$ cat src/rtl/tx_word_packer.sv
// Byte-to-32-bit word packer feeding the PC transmit path, first byte in [31:24].
// Define TX_PACKER_TIMEOUT_EN to auto-flush a partial word after TIMEOUT_CLKS idle clocks.
module tx_word_packer #(
  parameter logic [7:0]  PAD_BYTE     = 8'h00,
  parameter int unsigned TIMEOUT_CLKS = 50000
) (
  input  logic        i_clock,
  input  logic        i_reset,
  input  logic [7:0]  i_byte_data,
  input  logic        i_byte_valid,
  output logic        o_byte_ready,
  input  logic        i_flush,
  input  logic        i_hold,
  output logic [31:0] o_word_data,
  output logic        o_word_write,
  output logic [1:0]  o_fill_count,
  output logic [15:0] o_words_sent
);

  typedef enum logic {
    FILL    = 1'b0,
    PENDING = 1'b1
  } state_t;

  state_t      state_q, state_d;
  logic [31:0] word_q, word_d;
  logic [1:0]  count_q, count_d;
  logic [15:0] sent_q, sent_d;
  logic [2:0]  fill_after;
  logic        accept;
  logic        timeout_hit;

`ifdef TX_PACKER_TIMEOUT_EN
  localparam logic [15:0] TIMEOUT_LAST = 16'(TIMEOUT_CLKS - 1);

  logic [15:0] timer_q, timer_d;

  // Idle timer only counts while a partial word sits in FILL with no byte or flush.
  always_comb begin
    timer_d     = '0;
    timeout_hit = 1'b0;
    if (state_q == FILL && count_q != 2'd0 && !i_byte_valid) begin
      if (timer_q == TIMEOUT_LAST) begin
        timeout_hit = 1'b1;
      end else if (!i_flush) begin
        timer_d = timer_q + 16'd1;
      end
    end
  end

  always_ff @(posedge i_clock) begin
    if (i_reset) begin
      timer_q <= '0;
    end else begin
      timer_q <= timer_d;
    end
  end
`else
  logic unused_timeout_cfg;
  assign unused_timeout_cfg = ^16'(TIMEOUT_CLKS);
  assign timeout_hit        = 1'b0;
`endif

  // Next-state, lane packing and handshake outputs.
  always_comb begin
    state_d      = state_q;
    word_d       = word_q;
    count_d      = count_q;
    sent_d       = sent_q;
    accept       = 1'b0;
    fill_after   = {1'b0, count_q};
    o_byte_ready = (state_q == FILL) && !i_reset;
    o_word_write = (state_q == PENDING) && !i_hold && !i_reset;

    case (state_q)
      FILL: begin
        accept = i_byte_valid;
        if (accept) begin
          fill_after = {1'b0, count_q} + 3'd1;
          case (count_q)
            2'd0:    word_d[31:24] = i_byte_data;
            2'd1:    word_d[23:16] = i_byte_data;
            2'd2:    word_d[15:8]  = i_byte_data;
            default: word_d[7:0]   = i_byte_data;
          endcase
        end

        if (fill_after == 3'd4) begin
          state_d = PENDING;
          count_d = 2'd0;
        end else if ((i_flush || timeout_hit) && fill_after != 3'd0) begin
          // Lanes at or beyond the fill point get the pad byte.
          for (int l = 1; l < 4; l++) begin
            if (3'(l) >= fill_after) begin
              word_d[31-8*l -: 8] = PAD_BYTE;
            end
          end
          state_d = PENDING;
          count_d = 2'd0;
        end else begin
          count_d = fill_after[1:0];
        end
      end

      PENDING: begin
        if (!i_hold) begin
          state_d = FILL;
          sent_d  = sent_q + 16'd1;
        end
      end

      default: state_d = FILL;
    endcase
  end

  always_ff @(posedge i_clock) begin
    if (i_reset) begin
      state_q <= FILL;
      word_q  <= '0;
      count_q <= '0;
      sent_q  <= '0;
    end else begin
      state_q <= state_d;
      word_q  <= word_d;
      count_q <= count_d;
      sent_q  <= sent_d;
    end
  end

  assign o_word_data  = word_q;
  assign o_fill_count = count_q;
  assign o_words_sent = sent_q;

endmodule

$ cat config.mk
export PLATFORM = sky130hd
export DESIGN_NAME = tx_word_packer
export DESIGN_NICKNAME = d
export VERILOG_FILES = /design/src/rtl/tx_word_packer.sv
export SDC_FILE = /design/constraint.sdc
export NUM_CORES = 1
export LEC_CHECK = 0
export CELL_PAD_IN_SITES_DETAIL_PLACEMENT = 2
export CELL_PAD_IN_SITES_GLOBAL_PLACEMENT = 2
export CORE_MARGIN = 5
export CORE_UTILIZATION = 29
export DETAILED_ROUTE_END_ITERATION = 8
export HOLD_SLACK_MARGIN = 0.05
export MAX_ROUTING_LAYER = met4
export PLACE_DENSITY = 0.93
export SLEW_MARGIN = 30
export SYNTH_ARGS = -nofsm -noshare
export SYNTH_HDL_FRONTEND = slang
export SYNTH_SLANG_ARGS = --single-unit
$ cat constraint.sdc
create_clock -name i_clock -period 6.3 [get_ports i_clock]
set_clock_uncertainty 0.1 [all_clocks]
set_input_delay 1.26 -clock i_clock [delete_from_list [all_inputs] [get_ports i_clock]]
set_output_delay 1.26 -clock i_clock [all_outputs]
set_load 0.03 [all_outputs]
==> results of run 1 <==
==> power by group through the flow <==
stage,clock (W),combinational (W),sequential [W]
final,0.000244,0.0000796,0.000335
after global routing,0.000266,0.0000868,0.000336
after CTS,0.000251,0.0000807,0.000335
after detailed placement,0,0.0000800,0.000342
after global placement,0,0.0000776,0.000342
after floorplan,0,0.0000334,0.000352
==> layout make-up <==
class                           instances  share of cell area
Clock buffer                            6              0.0271
Clock inverter                          2              0.0127
Inverter                                5             0.00616
Multi-Input combinational cell        187               0.366
Sequential cell                        51               0.335
Tap cell                               99              0.0407
Timing Repair Buffer                   65               0.213
==> path summary, 6_finish.rpt <==
path,start,end,slack (ns),cells past startpoint
max,i_hold,o_word_write,1.98,4
min,o_word_data[17]$_SDFFE_PP0N_,o_word_data[17]$_SDFFE_PP0N_,0.36,2
max reg2reg,o_fill_count[0]$_SDFFE_PP0N_,state_q$_SDFF_PP0_,3.94,6
min reg2reg,o_word_data[17]$_SDFFE_PP0N_,o_word_data[17]$_SDFFE_PP0N_,0.36,2
==> placed cells by master, fill, tap and decap left out, types with 7 or more instances in the layout <==
master / count
clkdlybuf4s50_1: 64
nor2_1: 20
a21oi_1: 29
mux2i_1: 9
dfxtp_1: 51
nand2_1: 33
nor2b_1: 7
nor3_1: 10
nand3_1: 30
==> routing by layer <==
layer / track usage / vias up / routed length, µm / share of wire
met5: - / - / 0 / 0
li1: - / 1002 / - / -
met4: 0.0324 / 0 / 57 / 0.0079
met3: 0.0338 / 6 / 287 / 0.040
met1: 0.193 / 991 / 3250 / 0.45
met2: 0.277 / 57 / 3610 / 0.50
==> tightest hold or removal path, cell delays in order, from the launching register on <==
cell and delay [ns]:
dfxtp_1 0.32, nand2_1 0.05, a21oi_1 0.05
==> through the flow <==
step | total power, W | cell area (µm²) | std cells | utilization | worst slack [ns]
after CTS | 0.000666 | 3050 | 415 | 0.418 | 1.98
after floorplan | 0.000385 | 2190 | 253 | - | 2.87
after global routing | 0.000688 | 3050 | 415 | 0.418 | 1.85
after detailed placement | 0.000422 | 2930 | 407 | 0.401 | 1.98
final | 0.000658 | 3050 | 415 | 0.418 | 1.98
after global placement | 0.000419 | 2930 | 407 | 0.401 | 2.06
==> kinds of logic (layout without fill, tap and decap cells) <==
kind of cell	after synthesis	in the layout	share of synthesized area
DFF	51	51	0.466
muxes	13	13	0.0616
buffers and inverters	15	78	0.0263
and+or+nand+nor	120	120	0.277
adders and majority gates	6	6	0.0342
AOI/OAI and AO/OA	38	38	0.0953
xor gates and xnor gates	10	10	0.0400
==> flip-flops by register name, indices dropped and copies added, names as in the netlist <==
| register | cells |
|---|---|
| o_fill_count | 2 |
| o_words_sent | 16 |
| state_q | 1 |
| o_word_data | 32 |
==> flow_metrics.tcl, run 1 <==
set metrics [dict create \
    synth_area_um2 2190 \
    p_seq_frac 0.508 \
    drc 0 \
    dr.pass1.iters 4 \
    p_per_area_nw_per_um2 216 \
    fmax_mhz 232 \
    yosysMostFrequentCell "dfxtp_1" \
    initialDrtViolationCount 38 \
    cts.clk_slew.worst_paths_ns 0.10 \
    htree_num_levels 2 \
    synth_seq_cells 51 \
    synth_top_area_cell "dfxtp_1" \
    gp_congestion 0.767 \
    ir_worst_vdd_mv 0.113 \
    cts.hold.buffers_added 0 \
    cts_tree "built" \
    io_pins 65 \
    std_cell_rows 31 \
    startpoint_type "primary input" \
    nFillCells 845 \
    avgSynthCellArea_um2 8.66 \
    grt_start_max_net_pins 44 \
    post_cts_resized 0 \
    path_delay_family "buffers and inverters" \
    drtAntennaViolNets 0 \
    seq_area_um2 1020 \
    area_delta_synth_final_pct 39.0 \
    path_max_fanout 5 \
    multi_input_area_um2 1110 \
    max_cap_viol_count 0 \
    cp-end-kind "primary output" \
    synth_top_cell_area_share 0.466 \
    hold_ws_ns 0.362 \
    slew_headroom 0.612 \
    antenna_found_initial 0 \
    final_max_slew_viol_count 0 \
    clockBufferDepth 2 \
    leakagePower_nw 1.11 \
    hold_path_class "register to register" \
    synth_seq_area_share 0.466 \
    rsz0062_at_grt "false" \
    path_buf_inv 2 \
    synthArstFlopShare 0 \
    power.share.clock 0.371 \
    ys_types 39 \
    cts_setup_buffers 0 \
    synth.yosys.warnings 0 \
    cts_sinks 51 \
    drt-total-wl_mm 7.20 \
    hold_violations 0 \
    critical_path_class "primary input to primary output" \
    outcome "finished clean" \
    synthesis.nets 272 \
    syn_inst 253 \
    drive_gt1_frac 0.0570 \
    fin_crit_ns 4.32 \
    slowest_stage "clkdlybuf4s50_1" \
    grt.overflow.total 0 \
    nets 334 \
    switching_share 0.257 \
    finalCritPeriodShare 0.685 \
    synth_flop_cell "dfxtp_1" \
    slowest_delay_ns 0.69 \
    ys_top_cells_by_count "51 x dfxtp_1, 33 x nand2_1, 30 x nand3_1, 29 x a21oi_1, 20 x nor2_1" \
    first_global_vias 2249 \
    setup_tns_ns 0 \
    diodes 0 \
    gr-usage-all-layers 0.160 \
    die_x_um 96.9 \
    required_ns 4.94 \
    insertion_delay_ns 0.31 \
    intPower_w 0.000489 \
    dp.final_hpwl_mm 5.43 \
    worstPathArrival_ns 2.96 \
    design.die.area_um2 9400 \
    wl_per_cell_um 17.4 \
    numCtsBuffers 5 \
    vias_per_cell 4.95 \
    synth_edf_count 0 \
    power.switching_w 0.000169 \
    tightest_slew_ns 0.582 \
    cp_cell_sequence "clkdlybuf4s50_1, nor2b_1, nor2b_1, clkdlybuf4s50_1" \
    ys_top_cells_by_area "dfxtp_1 47%, nand3_1 6.8%, a21oi_1 6.6%" \
    coreArea_um2 7290 \
    grt_pass1_wl_mm 12.0 \
    finalSetupViolations 0 \
    dieHeight_um 96.9 \
    start_util 0.301 \
    portBuffers 64 \
    cts-root-buf "clkbuf_8" \
    p_comb_frac 0.121 \
    vias 2056 \
]
Power figures use the tool's default switching activity.
==> run 2: changes to the inputs <==
--- a/config.mk
+++ b/config.mk
@@ -8,11 +8,11 @@
 export CELL_PAD_IN_SITES_DETAIL_PLACEMENT = 2
 export CELL_PAD_IN_SITES_GLOBAL_PLACEMENT = 2
 export CORE_MARGIN = 5
-export CORE_UTILIZATION = 29
+export CORE_UTILIZATION = 27
 export DETAILED_ROUTE_END_ITERATION = 8
 export HOLD_SLACK_MARGIN = 0.05
 export MAX_ROUTING_LAYER = met4
-export PLACE_DENSITY = 0.93
+export PLACE_DENSITY = 0.88
 export SLEW_MARGIN = 30
 export SYNTH_ARGS = -nofsm -noshare
 export SYNTH_HDL_FRONTEND = slang
==> constraint.sdc (replaced) <==
create_clock -name i_clock -period 4.1 [get_ports i_clock]
set_clock_uncertainty 0.1 [all_clocks]
set_input_delay 0.82 -clock i_clock [delete_from_list [all_inputs] [get_ports i_clock]]
set_output_delay 0.82 -clock i_clock [all_outputs]
set_load 0.03 [all_outputs]
==> flow_metrics.tcl, run 2 (synthesis results as in run 1) <==
set metrics [dict create \
    gp_congestion 0.766 \
    drt-total-wl_mm 7.08 \
    finalCritPeriodShare 0.835 \
    dp.final_hpwl_mm 5.31 \
    grt_pass1_wl_mm 11.6 \
    grt_start_max_net_pins 42 \
    seq_area_um2 1020 \
    area_delta_synth_final_pct 39.2 \
    cts_sinks 51 \
    largest_register_ffs 32 \
    required_ns 3.18 \
    io_pins 65 \
    numCtsBuffers 5 \
    cts_setup_buffers 0 \
    insertion_delay_ns 0.30 \
    setup_tns_ns 0 \
    design_area_um2 3050 \
    reg2reg_slack_ns 1.69 \
    critical_path_class "primary input to primary output" \
    cts-root-buf "clkbuf_8" \
    path_max_fanout 5 \
    cp-startpoint "i_hold" \
    multi_input_area_um2 1110 \
    fmax_mhz 292 \
    design.die.area_um2 10000 \
    drc 0 \
    std_cell_rows 32 \
    p_total_w 0.000998 \
    diodes 0 \
    wl_per_cell_um 16.9 \
    startpoint_type "primary input" \
    portBuffers 64 \
    tightest_slew_ns 0.443 \
    ir_worst_vdd_mv 0.114 \
    leakagePower_nw 1.11 \
    nets 335 \
    nFillCells 892 \
    gr-usage-all-layers 0.146 \
    coreArea_um2 7810 \
    dp_slack_ns 0.675 \
    worstPathArrival_ns 2.50 \
    grt.overflow.total 0 \
    p_per_area_nw_per_um2 327 \
    rsz0062_at_grt "false" \
    fin_util 0.391 \
    dr.pass1.iters 4 \
    slew_headroom 0.704 \
    drtAntennaViolNets 0 \
    antenna_found_initial 0 \
    placed_area_um2 2940 \
    first_global_vias 2270 \
    reg2reg_from "o_fill_count[0]$_SDFFE_PP0N_" \
    clockBufferDepth 2 \
    initialDrtViolationCount 44 \
    crit_path_end "o_word_write" \
    start_util 0.281 \
    outcome "finished clean" \
    drive_gt1_frac 0.0599 \
    final_cell_mix "64 x clkdlybuf4s50_1, 51 x dfxtp_1, 33 x nand2_1, 30 x nand3_1, 29 x a21oi_1" \
    cp-end-kind "primary output" \
    post_cts_resized 0 \
    final_common_cell "clkdlybuf4s50_1" \
    fin_crit_ns 3.42 \
    rr_endpoint "state_q$_SDFF_PP0_" \
    cts.hold.buffers_added 0 \
    finalSetupViolations 0 \
    htree_num_levels 2 \
    die_x_um 100 \
    max_cap_viol_count 0 \
    cts_tree "built" \
    hold_violations 0 \
    vias_per_cell 4.97 \
    final_max_slew_viol_count 0 \
    fin_ws_ns 0.678 \
    vias 2081 \
    cts.clk_slew.worst_paths_ns 0.11 \
    reg2reg_depth 6 \
    hold_path_class "register to register" \
    dieHeight_um 100 \
]
run 2: metrics by stage:
| stage | hold slack (ns) | cells |
|---|---|---|
| 3_3_place_gp | 0.344 | 411 |
| 6_report | 0.366 | 419 |
| 2_1_floorplan | 0.401 | 253 |
| 4_1_cts | 0.368 | 419 |
| 5_1_grt | 0.401 | 419 |
| 3_5_place_dp | 0.353 | 411 |
run 2: how the worst min path moves through the flow:
| stage | startpoint | endpoint | slack, ns | cells after the start |
|---|---|---|---|---|
| 2_1_floorplan | state_q$_SDFF_PP0_ | state_q$_SDFF_PP0_ | 0.40 | 2 |
| 3_3_place_gp | o_word_data[0]$_SDFFE_PP0N_ | o_word_data[0]$_SDFFE_PP0N_ | 0.34 | 2 |
| 3_5_place_dp | o_word_data[25]$_SDFFE_PP0P_ | o_word_data[25]$_SDFFE_PP0P_ | 0.35 | 2 |
| 4_1_cts | o_word_data[25]$_SDFFE_PP0P_ | o_word_data[25]$_SDFFE_PP0P_ | 0.37 | 2 |
| 5_1_grt | o_word_data[2]$_SDFFE_PP0N_ | o_word_data[2]$_SDFFE_PP0N_ | 0.40 | 2 |
| 6_report | o_word_data[25]$_SDFFE_PP0P_ | o_word_data[25]$_SDFFE_PP0P_ | 0.37 | 2 |
run 2: final cells by class:
cell class / count / share of cell area
multi-input cells: 187 / 0.365
flip-flops and latches: 51 / 0.335
repair buffers: 66 / 0.215
well taps: 102 / 0.0418
clock buffers: 5 / 0.0226
clock inverters: 3 / 0.0152
inverters: 5 / 0.00615
run 2: metal layers:
layer,GRT usage,vias up,share of wire
li1,-,1003,-
met1,0.179,1019,0.45
met2,0.256,57,0.50
met3,0.0229,2,0.045
met4,0.0259,0,0.0040
met5,-,-,0
run 2: worst max-delay path: stages:
cell and delay, ns:
clkdlybuf4s50_1 0.45, nor2b_1 0.35, nor2b_1 0.20, clkdlybuf4s50_1 0.68
run 2: report_power, final:
part | internal, W | switching [W]
Sequential | 0.000505 | 0.00000968
Combinational | 0.0000467 | 0.0000765
Clock | 0.000184 | 0.000176
Total | 0.000736 | 0.000263
